$ cat src/rtl/imem_dmem_arbiter.sv
// Arbiter sharing one single-port memory between instruction fetch and data access.
// Data wins ties; every access is bounded by a watchdog that completes it with zero data.
module imem_dmem_arbiter #(
    parameter int TIMEOUT = 16,
    parameter int CNT_W   = 8
) (
    input  logic        clk,
    input  logic        rst,
    input  logic        ice,
    input  logic [31:0] iaddr,
    output logic [31:0] inst,
    input  logic        dce,
    input  logic [31:0] daddr,
    input  logic [3:0]  dwe,
    input  logic [31:0] dwdata,
    output logic [31:0] drdata,
    output logic        mem_ce,
    output logic [31:0] mem_addr,
    output logic [3:0]  mem_we,
    output logic [31:0] mem_wdata,
    input  logic [31:0] mem_rdata,
    input  logic        mem_ready,
    output logic        stallreq_if,
    output logic        stallreq_mem,
    output logic        err
);

    typedef enum logic [1:0] {
        IDLE   = 2'd0,
        I_BUSY = 2'd1,
        D_BUSY = 2'd2
    } state_t;

    localparam logic [CNT_W-1:0] CNT_LAST = CNT_W'(TIMEOUT - 1);

    state_t           state;
    state_t           next_state;
    logic [CNT_W-1:0] cnt;
    logic [31:0]      inst_q;
    logic [31:0]      drdata_q;
    logic             busy;
    logic             timeout;
    logic             done;
    logic             i_done;
    logic             d_done;

    assign busy    = (state != IDLE);
    assign timeout = busy && (cnt == CNT_LAST) && !mem_ready;
    assign done    = mem_ready || timeout;
    assign i_done  = (state == I_BUSY) && done;
    assign d_done  = (state == D_BUSY) && done;

    always_ff @(posedge clk or posedge rst) begin
        if (rst) begin
            state <= IDLE;
        end else begin
            state <= next_state;
        end
    end

    always_comb begin
        next_state = state;
        case (state)
            IDLE: begin
                if (dce) begin
                    next_state = D_BUSY;
                end else if (ice) begin
                    next_state = I_BUSY;
                end
            end
            I_BUSY, D_BUSY: begin
                if (done) begin
                    next_state = IDLE;
                end
            end
            default: next_state = IDLE;
        endcase
    end

    // Memory-side request registers stay frozen for the whole busy period.
    always_ff @(posedge clk or posedge rst) begin
        if (rst) begin
            mem_ce    <= 1'b0;
            mem_addr  <= 32'd0;
            mem_we    <= 4'd0;
            mem_wdata <= 32'd0;
        end else begin
            mem_ce <= (next_state != IDLE);
            if (state == IDLE) begin
                if (dce) begin
                    mem_addr  <= daddr;
                    mem_we    <= dwe;
                    mem_wdata <= dwdata;
                end else if (ice) begin
                    mem_addr <= iaddr;
                    mem_we   <= 4'd0;
                end
            end
        end
    end

    always_ff @(posedge clk or posedge rst) begin
        if (rst) begin
            cnt <= '0;
            err <= 1'b0;
        end else begin
            if (!busy) begin
                cnt <= '0;
            end else if (!mem_ready) begin
                cnt <= cnt + 1'b1;
            end
            if (timeout) begin
                err <= 1'b1;
            end
        end
    end

    // A timed-out read returns zero rather than whatever is on the bus.
    always_ff @(posedge clk or posedge rst) begin
        if (rst) begin
            inst_q   <= 32'd0;
            drdata_q <= 32'd0;
        end else begin
            if (i_done) begin
                inst_q <= mem_ready ? mem_rdata : 32'd0;
            end
            if (d_done && (mem_we == 4'd0)) begin
                drdata_q <= mem_ready ? mem_rdata : 32'd0;
            end
        end
    end

    assign inst   = ((state == I_BUSY) && mem_ready) ? mem_rdata : inst_q;
    assign drdata = ((state == D_BUSY) && mem_ready) ? mem_rdata : drdata_q;

    assign stallreq_if  = ice && !i_done;
    assign stallreq_mem = dce && !d_done;

endmodule

$ cat config.mk
export PLATFORM = sky130hd
export DESIGN_NAME = imem_dmem_arbiter
export DESIGN_NICKNAME = d
export VERILOG_FILES = /design/src/rtl/imem_dmem_arbiter.sv
export SDC_FILE = /design/constraint.sdc
export NUM_CORES = 1
export LEC_CHECK = 0
export CAP_MARGIN = 15
export CORE_ASPECT_RATIO = 1.1
export CORE_UTILIZATION = 44
export DETAILED_ROUTE_END_ITERATION = 6
export PLACE_DENSITY = 0.82
export SYNTH_ARGS = -nofsm -noshare
export SYNTH_HDL_FRONTEND = slang
export SYNTH_SLANG_ARGS = --single-unit
$ cat constraint.sdc
create_clock -name clk -period 14.3 [get_ports clk]
set_input_delay 2.86 -clock clk [delete_from_list [all_inputs] [get_ports clk]]
set_output_delay 2.86 -clock clk [all_outputs]
set_load 0.05 [all_outputs]
==> summary.txt, run 1 <==
Run status
  • Outcome: completed

Synth
  • Synthesized Nets: 778
  • Yosys top cell by area: dfrtp_1
  • Async SR Flop Fraction: 100%
  • Number of synthesized register bits: 144
  • Synth top area cells: dfrtp_1, nand2_1, a22o_1
  • Mapped Area: 0.00660 mm2
  • Most frequent cell after synthesis: nand2_1
  • Avg Cell Area, Syn: 10.4 um2
  • Synth unique cells: 39
  • Ys Warns: 0
  • Synth cell count leaders: nand2_1, dfrtp_1, a22o_1
  • Synth Flop Type: dfrtp_1
  • Area share of the largest cell type after synthesis: 54.6%
  • Mapped Cells: 636
  • EDFF count, synth: 0
  • Sequential fraction of the synthesis area: 54.6%

Setup path
  • Top delay family on crit path: buffers and inverters
  • Crit-path cells: clkdlybuf4s50_1 > nand2_1 > buf_4 > mux2_2 > clkdlybuf4s50_1
  • Worst Path Arrival: 5.55 ns
  • CP max-delay cell: clkdlybuf4s50_1
  • Crit Path Category: in2out
  • Reg2Reg Launch Point: state[0]
  • Startpoint types: primary input
  • Critical path required time: 11.44 ns
  • Endpoint class of the critical path: output pin
  • CP max FO: 20
  • CP bufs+invs: 3
  • CP most frequent cell: clkdlybuf4s50_1
  • Crit path launch: mem_ready
  • Largest stage delay, worst path: 0.70 ns

Floorplanning
  • Initial Utilization: 45.5%
  • Die height: 130 um
  • Die X: 119 um
  • Placeable Area: 0.0145 mm2
  • Cell Rows: 46
  • Die area: 0.0155 mm2
  • Top Ports: 273

GRT
  • Grt peak-use layer: met2
  • Initial antenna violation count: 0
  • Largest net degree at the start of global routing: 80
  • M3 GR Usage: 7.86%
  • GR met2 Demand/Resource: 38.4%
  • GRT overflow: 0
  • Global Route Usage Sum: 23.2%
  • Grt met1 use: 28.1%
  • First-pass GRT wire length: 27.8 mm
  • Vias in the first global route: 5,452

Cells and area
  • Area Overhead vs Synth: 52.3%
  • Share of cells above drive strength 1: 9.59%
  • Cell area after layout: 0.0100 mm2
  • # nets final: 1,036
  • Antenna Cells: 0
  • Final core occ: 69.2%

Clock network
  • Clk Latency, worst-skew pair: 0.41 ns
  • Root Buffer: clkbuf_16
  • Clock buffer depth: 2
  • Total CTS buffers: 17
  • Worst-path clk slew: 0.06 ns
  • Post_cts resized: 0
  • Post-CTS setup buffers: 0
  • CTS tree: yes
  • H-Tree Depth: 4
  • Clock sinks: 144
  • CTS hold repair buffers: 0

Route
  • DRT iter0 DRCs: 264
  • Vias/cell: 5.07
  • DR DRC count: 0
  • Antenna violation net count after detailed routing: 0
  • Final wirelength: 17.7 mm
  • Drt pass-1 iters: 4
  • Vias: 5,576
  • Wirelength per Cell: 16.1 um

Place
  • Hpwl dp: 12.4 mm
  • Placed cell area: 0.00936 mm2
  • Port bufs: 272
  • Post-place setup slack: 5.86 ns
  • Global placer's final weighted congestion: 0.769

Run
  • Max-Cap Viols: 0

Timing
  • Setup TNS: 0 ns
  • Setup Viol. Count Final: 0
  • Period minus WS final: 8.41 ns
  • Final Hold Viols: 0
  • Max-slew violation count: 0
  • Final worst path period share: 58.8%
  • Max transition margin: 44.0%
  • Worst-Margin Slew: 0.839 ns
  • Final WS setup: 5.89 ns
  • RSZ-0062 raised after global routing: false
  • Fmax achieved: 119 MHz
  • Layout Skew: 0.00787 ns

Min path
  • Worst Hold Class: reg2reg
  • Hold path start: mem_wdata[10]

Power
  • Total power draw: 2.69 mW
  • Total power per unit cell area: 268 mW/mm2
  • Cell leakage power: 4.71 nW
  • Max VDD drop: 0.184 mV
## flip-flops by register name (all words and copies together), names as in the netlist, 2 cells and up
signal     cells
cnt            8
drdata_q      32
inst_q        32
mem_addr      32
mem_wdata     32
mem_we         4
state          2
## worst paths after layout
| path | end | slack [ns] | depth (start not counted) |
|---|---|---|---|
| min | mem_wdata[10] | 0.47 | 2 |
| min in group asynchronous | mem_wdata[15] | 2.95 | 2 |
| min reg2reg | mem_wdata[10] | 0.47 | 2 |
| max | drdata[3] | 5.89 | 5 |
| max in group asynchronous | inst_q[2] | 10.03 | 3 |
| max reg2reg | drdata_q[5] | 11.86 | 6 |
## power breakdown
| part | switching, mW | internal (mW) | leakage (nW) |
|---|---|---|---|
| combinational | 1.00 | 0.532 | 2.60 |
| sequential | 0.102 | 0.587 | 1.81 |
| clock | 0.168 | 0.297 | 0.300 |
| total | 1.27 | 1.42 | 4.71 |
## cell type report
type                            count  area [um2]
Clock buffer                       19         443
Tap cell                          192         240
Sequential cell                   144        3600
Multi-Input combinational cell    445        2720
Clock inverter                     13         184
Fill cell                        1110        4460
Timing Repair Buffer              281        2830
Inverter                            5        23.8
## through the flow
| step | hold slack [ns] | std cells |
|---|---|---|
| floorplan | 0.460 | 636 |
| global placement | 0.456 | 1065 |
| detailed placement | 0.461 | 1065 |
| CTS | 0.475 | 1097 |
| global route | 0.498 | 1099 |
| finish | 0.471 | 1099 |
## metal layers
| layer | vias up | part of all wire, % |
|---|---|---|
| li1 | 2676 | - |
| met1 | 2645 | 42 |
| met3 | 32 | 7.9 |
| met2 | 223 | 48 |
| met5 | - | 0 |
| met4 | 0 | 2.6 |
## placed cells by master, fill, tap and decap left out, drive strengths merged
cell / netlist / final
a21boi: 1 / 1
a21oi: 1 / 1
a221oi: 1 / 1
a22o: 68 / 68
and2: 2 / 2
and3b: 1 / 1
buf: 25 / 10
bufinv: 0 / 4
clkbuf: 17 / 19
clkdlybuf4s50: 0 / 271
clkinv: 0 / 4
clkinvlp: 0 / 3
dfrtp: 144 / 144
ha: 5 / 5
inv: 5 / 7
mux2: 32 / 32
mux2i: 33 / 33
nand2: 231 / 231
nand3: 1 / 1
nand3b: 1 / 1
nand4: 2 / 2
nand4b: 1 / 1
nand4bb: 1 / 1
nor2: 12 / 12
nor2b: 2 / 2
nor3b: 1 / 1
o211ai: 1 / 1
o21ai: 35 / 35
o21bai: 2 / 2
or2: 1 / 1
or3: 1 / 1
or4: 1 / 1
or4b: 1 / 1
xnor2: 3 / 3
xor2: 4 / 4
## cells by family (layout without fill, tap and decap cells)
family                   Yosys count  count (layout)  synth area share, %
AND/OR/NAND/NOR                  259             259                 16.1
flip-flops                       144             144                 54.6
AO/OA/AOI/OAI                    109             109                 12.6
multiplexers                      65              65                 10.5
buffers and inverters             47             318                 4.27
XOR/XNOR                           7               7                0.930
adder cells (fa/ha/maj)            5               5                0.949
## worst reg2reg max path, cell delays in order (launching register included)
cell and delay (ns):
dfrtp_1 0.41, inv_1 0.11, ha_1 0.20, nand2_1 0.39
nor2_2 0.73, buf_4 0.36, a22o_1 0.19
No activity file was read; power rests on OpenSTA's default activity.
==> run 2, diff against run 1 <==
CORE_UTILIZATION = 43   (was 44)
PLACE_DENSITY = 0.8   (was 0.82)
clock period = 8.4 ns   (was 14.3 ns; I/O delays follow)
==> run 2 against run 1 <==
Sequential share of layout area rose by 0.13 points. Critical path depth did not move. Clock power rose by 64%. Combinational power rose by 71%. Non-clock buffer count did not move. Global-route usage rose by 0.30 points. Clock skew barely moved. Register-to-register slack got worse by 5.9 ns. Critical path type unchanged. Largest power group unchanged. Highest routed layer unchanged.
==> summary.txt, run 2 (same netlist as run 1, synthesis figures left out) <==
Run status
  • Outcome: completed

Clock network
  • CTS tree: yes
  • Clk Latency, worst-skew pair: 0.41 ns (about the same)
  • Root Buffer: clkbuf_16
  • Post_cts resized: 0 (unchanged)
  • H-Tree Depth: 4 (unchanged)
  • Post-CTS setup buffers: 0 (unchanged)
  • Total CTS buffers: 17 (unchanged)
  • Worst-path clk slew: 0.05 ns (about the same)
  • Clock sinks: 144 (unchanged)
  • Clock buffer depth: 2 (unchanged)
  • CTS hold repair buffers: 0 (unchanged)

Cells and area
  • Antenna Cells: 0 (unchanged)
  • Most frequent cells in the layout: clkdlybuf4s50_1, nand2_1, dfrtp_1, a22o_1, o21ai_0
  • Area Overhead vs Synth: 51.7%
  • Share of cells above drive strength 1: 9.49% (-0.10 points)
  • Fill cells: 1,219 (+9.8%)
  • # nets final: 1,036 (unchanged)
  • Multi-input logic area: 0.00272 mm2 (unchanged)
  • Most common cell after layout, fill and taps aside: clkdlybuf4s50_1
  • Register area: 0.00360 mm2 (unchanged)

Min path
  • Worst Hold End: mem_wdata[3]
  • Hold path start: mem_wdata[3]
  • Worst Hold Class: reg2reg
  • WHS Path Cells: 2 (unchanged)

Route
  • Final wirelength: 18.0 mm (+1.6%)
  • Vias: 5,554 (-0.39%)
  • Drt pass-1 iters: 4 (unchanged)
  • DRT iter0 DRCs: 333 (+26%)
  • Antenna violation net count after detailed routing: 0 (unchanged)
  • Vias/cell: 5.04 (-0.67%)
  • DR DRC count: 0 (unchanged)
  • Wirelength per Cell: 16.3 um (+1.3%)

Setup path
  • CP Depth: 5 (unchanged)
  • CP max-delay cell: clkdlybuf4s50_1
  • CP max FO: 20 (unchanged)
  • Crit Path Category: in2out
  • Startpoint types: primary input
  • Reg2Reg Launch Point: state[0]
  • Endpoint class of the critical path: output pin
  • CP most frequent cell: clkdlybuf4s50_1
  • CP bufs+invs: 3 (unchanged)
  • Top delay family on crit path: buffers and inverters
  • Worst Reg-to-Reg Cells: 6 (unchanged)
  • Worst Path Arrival: 4.41 ns (-1.14 ns)
  • R2R Setup Slk: 5.98 ns (-5.88 ns)
  • Reg2reg end: drdata_q[9]
  • Critical path required time: 6.72 ns (-4.72 ns)
  • Largest stage delay, worst path: 0.72 ns (+0.02 ns)
  • Crit-path cells: clkdlybuf4s50_1 > nand2_1 > buf_4 > mux2_2 > clkdlybuf4s50_1

Floorplanning
  • Top Ports: 273 (unchanged)
  • Placeable Area: 0.0150 mm2 (+3.4%)
  • Die height: 132 um (+1.1%)
  • Initial Utilization: 44.0% (-1.5 points)
  • Die area: 0.0158 mm2 (+2.3%)
  • Cell Rows: 47 (+2.2%)
  • Die X: 120 um (+1.1%)

Timing
  • Final worst path period share: 72.5%
  • Setup TNS: 0 ns (unchanged)
  • Period minus WS final: 6.09 ns
  • Max transition margin: 47.6% (+3.6 points)
  • Final Hold Viols: 0 (unchanged)
  • Layout Skew: 0.00820 ns (+0.000322 ns)
  • RSZ-0062 raised after global routing: false
  • Worst-Margin Slew: 0.786 ns (-0.0537 ns)
  • Fmax achieved: 164 MHz
  • Fin Hold WS: 0.475 ns (+0.00379 ns)
  • Max-slew violation count: 0 (unchanged)
  • Setup Viol. Count Final: 0 (unchanged)

Run
  • Max-Cap Viols: 0 (unchanged)

Place
  • Port bufs: 272 (unchanged)
  • Hpwl dp: 12.6 mm (+1.6%)
  • Global placer's final weighted congestion: 0.804 (+4.5%)

Power
  • Cell leakage power: 4.68 nW (-0.50%)
  • Total power draw: 4.54 mW (+69%)
  • Total power per unit cell area: 454 mW/mm2 (+70%)
  • Max VDD drop: 0.258 mV (+40%)

GRT
  • First-pass GRT wire length: 28.8 mm (+3.6%)
  • Vias in the first global route: 5,541 (+1.6%)
  • Largest net degree at the start of global routing: 84 (+5.0%)
  • GRT overflow: 0 (unchanged)
  • Global Route Usage Sum: 23.5% (+0.30 points)
  • Initial antenna violation count: 0 (unchanged)
run 2: cell types whose count changed in the layout (fill, tap and decap cells not counted):
cell       before  now
clkinv_4        1    4
bufinv_16       4    3
inv_6           3    2
buf_16          2    1
clkinv_2        3    1
buf_4           7    8
run 2: through the flow:
stage / setup slack (ns) / instance area (um2) / utilization, % / instances
after floorplan: 2.85 / 6600 / - / 636
after global placement: 2.34 / 9370 / 62.5 / 1070
after detailed placement: 2.30 / 9370 / 62.5 / 1070
after CTS: 2.30 / 9980 / 66.5 / 1101
after global routing: 2.11 / 10000 / 66.7 / 1102
final: 2.31 / 10000 / 66.7 / 1102
run 2: worst reg2reg max path, stage by stage, from the launching register on:
cell and delay [ns]:
dfrtp_1 0.41, inv_1 0.11, ha_1 0.21, nand2_1 0.40, nor2_2 0.62, buf_4 0.39
a22o_1 0.22
run 2: cell type report:
type / instances / share of cell area, %
well taps: 196 / 2.45
repair buffers: 281 / 28.0
inverters: 5 / 0.238
multi-input cells: 445 / 27.2
clock inverters: 12 / 1.61
flip-flops and latches: 144 / 36.0
clock buffers: 19 / 4.43
run 2: report_power, final:
group / leakage (nW) / internal [mW] / switching [mW]
sequential: 1.81 / 1.00 / 0.169
combinational: 2.59 / 0.902 / 1.71
clock: 0.286 / 0.475 / 0.286
run 2: how the worst max path moves through the flow:
stage | from | to | slack (ns)
after global placement | mem_ready | drdata[15] | 2.34
final | mem_ready | drdata[17] | 2.31
after CTS | mem_ready | drdata[17] | 2.30
after detailed placement | mem_ready | drdata[17] | 2.30
after floorplan | rst | cnt[0] | 2.85
after global routing | mem_ready | drdata[17] | 2.11
run 2: layer usage:
layer  vias to the layer above  GRT usage (%)  share of wire (%)
met1                      2618           29.2                 41
met2                       215           37.9                 48
li1                       2691              -                  -
met4                         0           7.85                1.8
met5                         -              0                  0
met3                        30           8.61                9.6
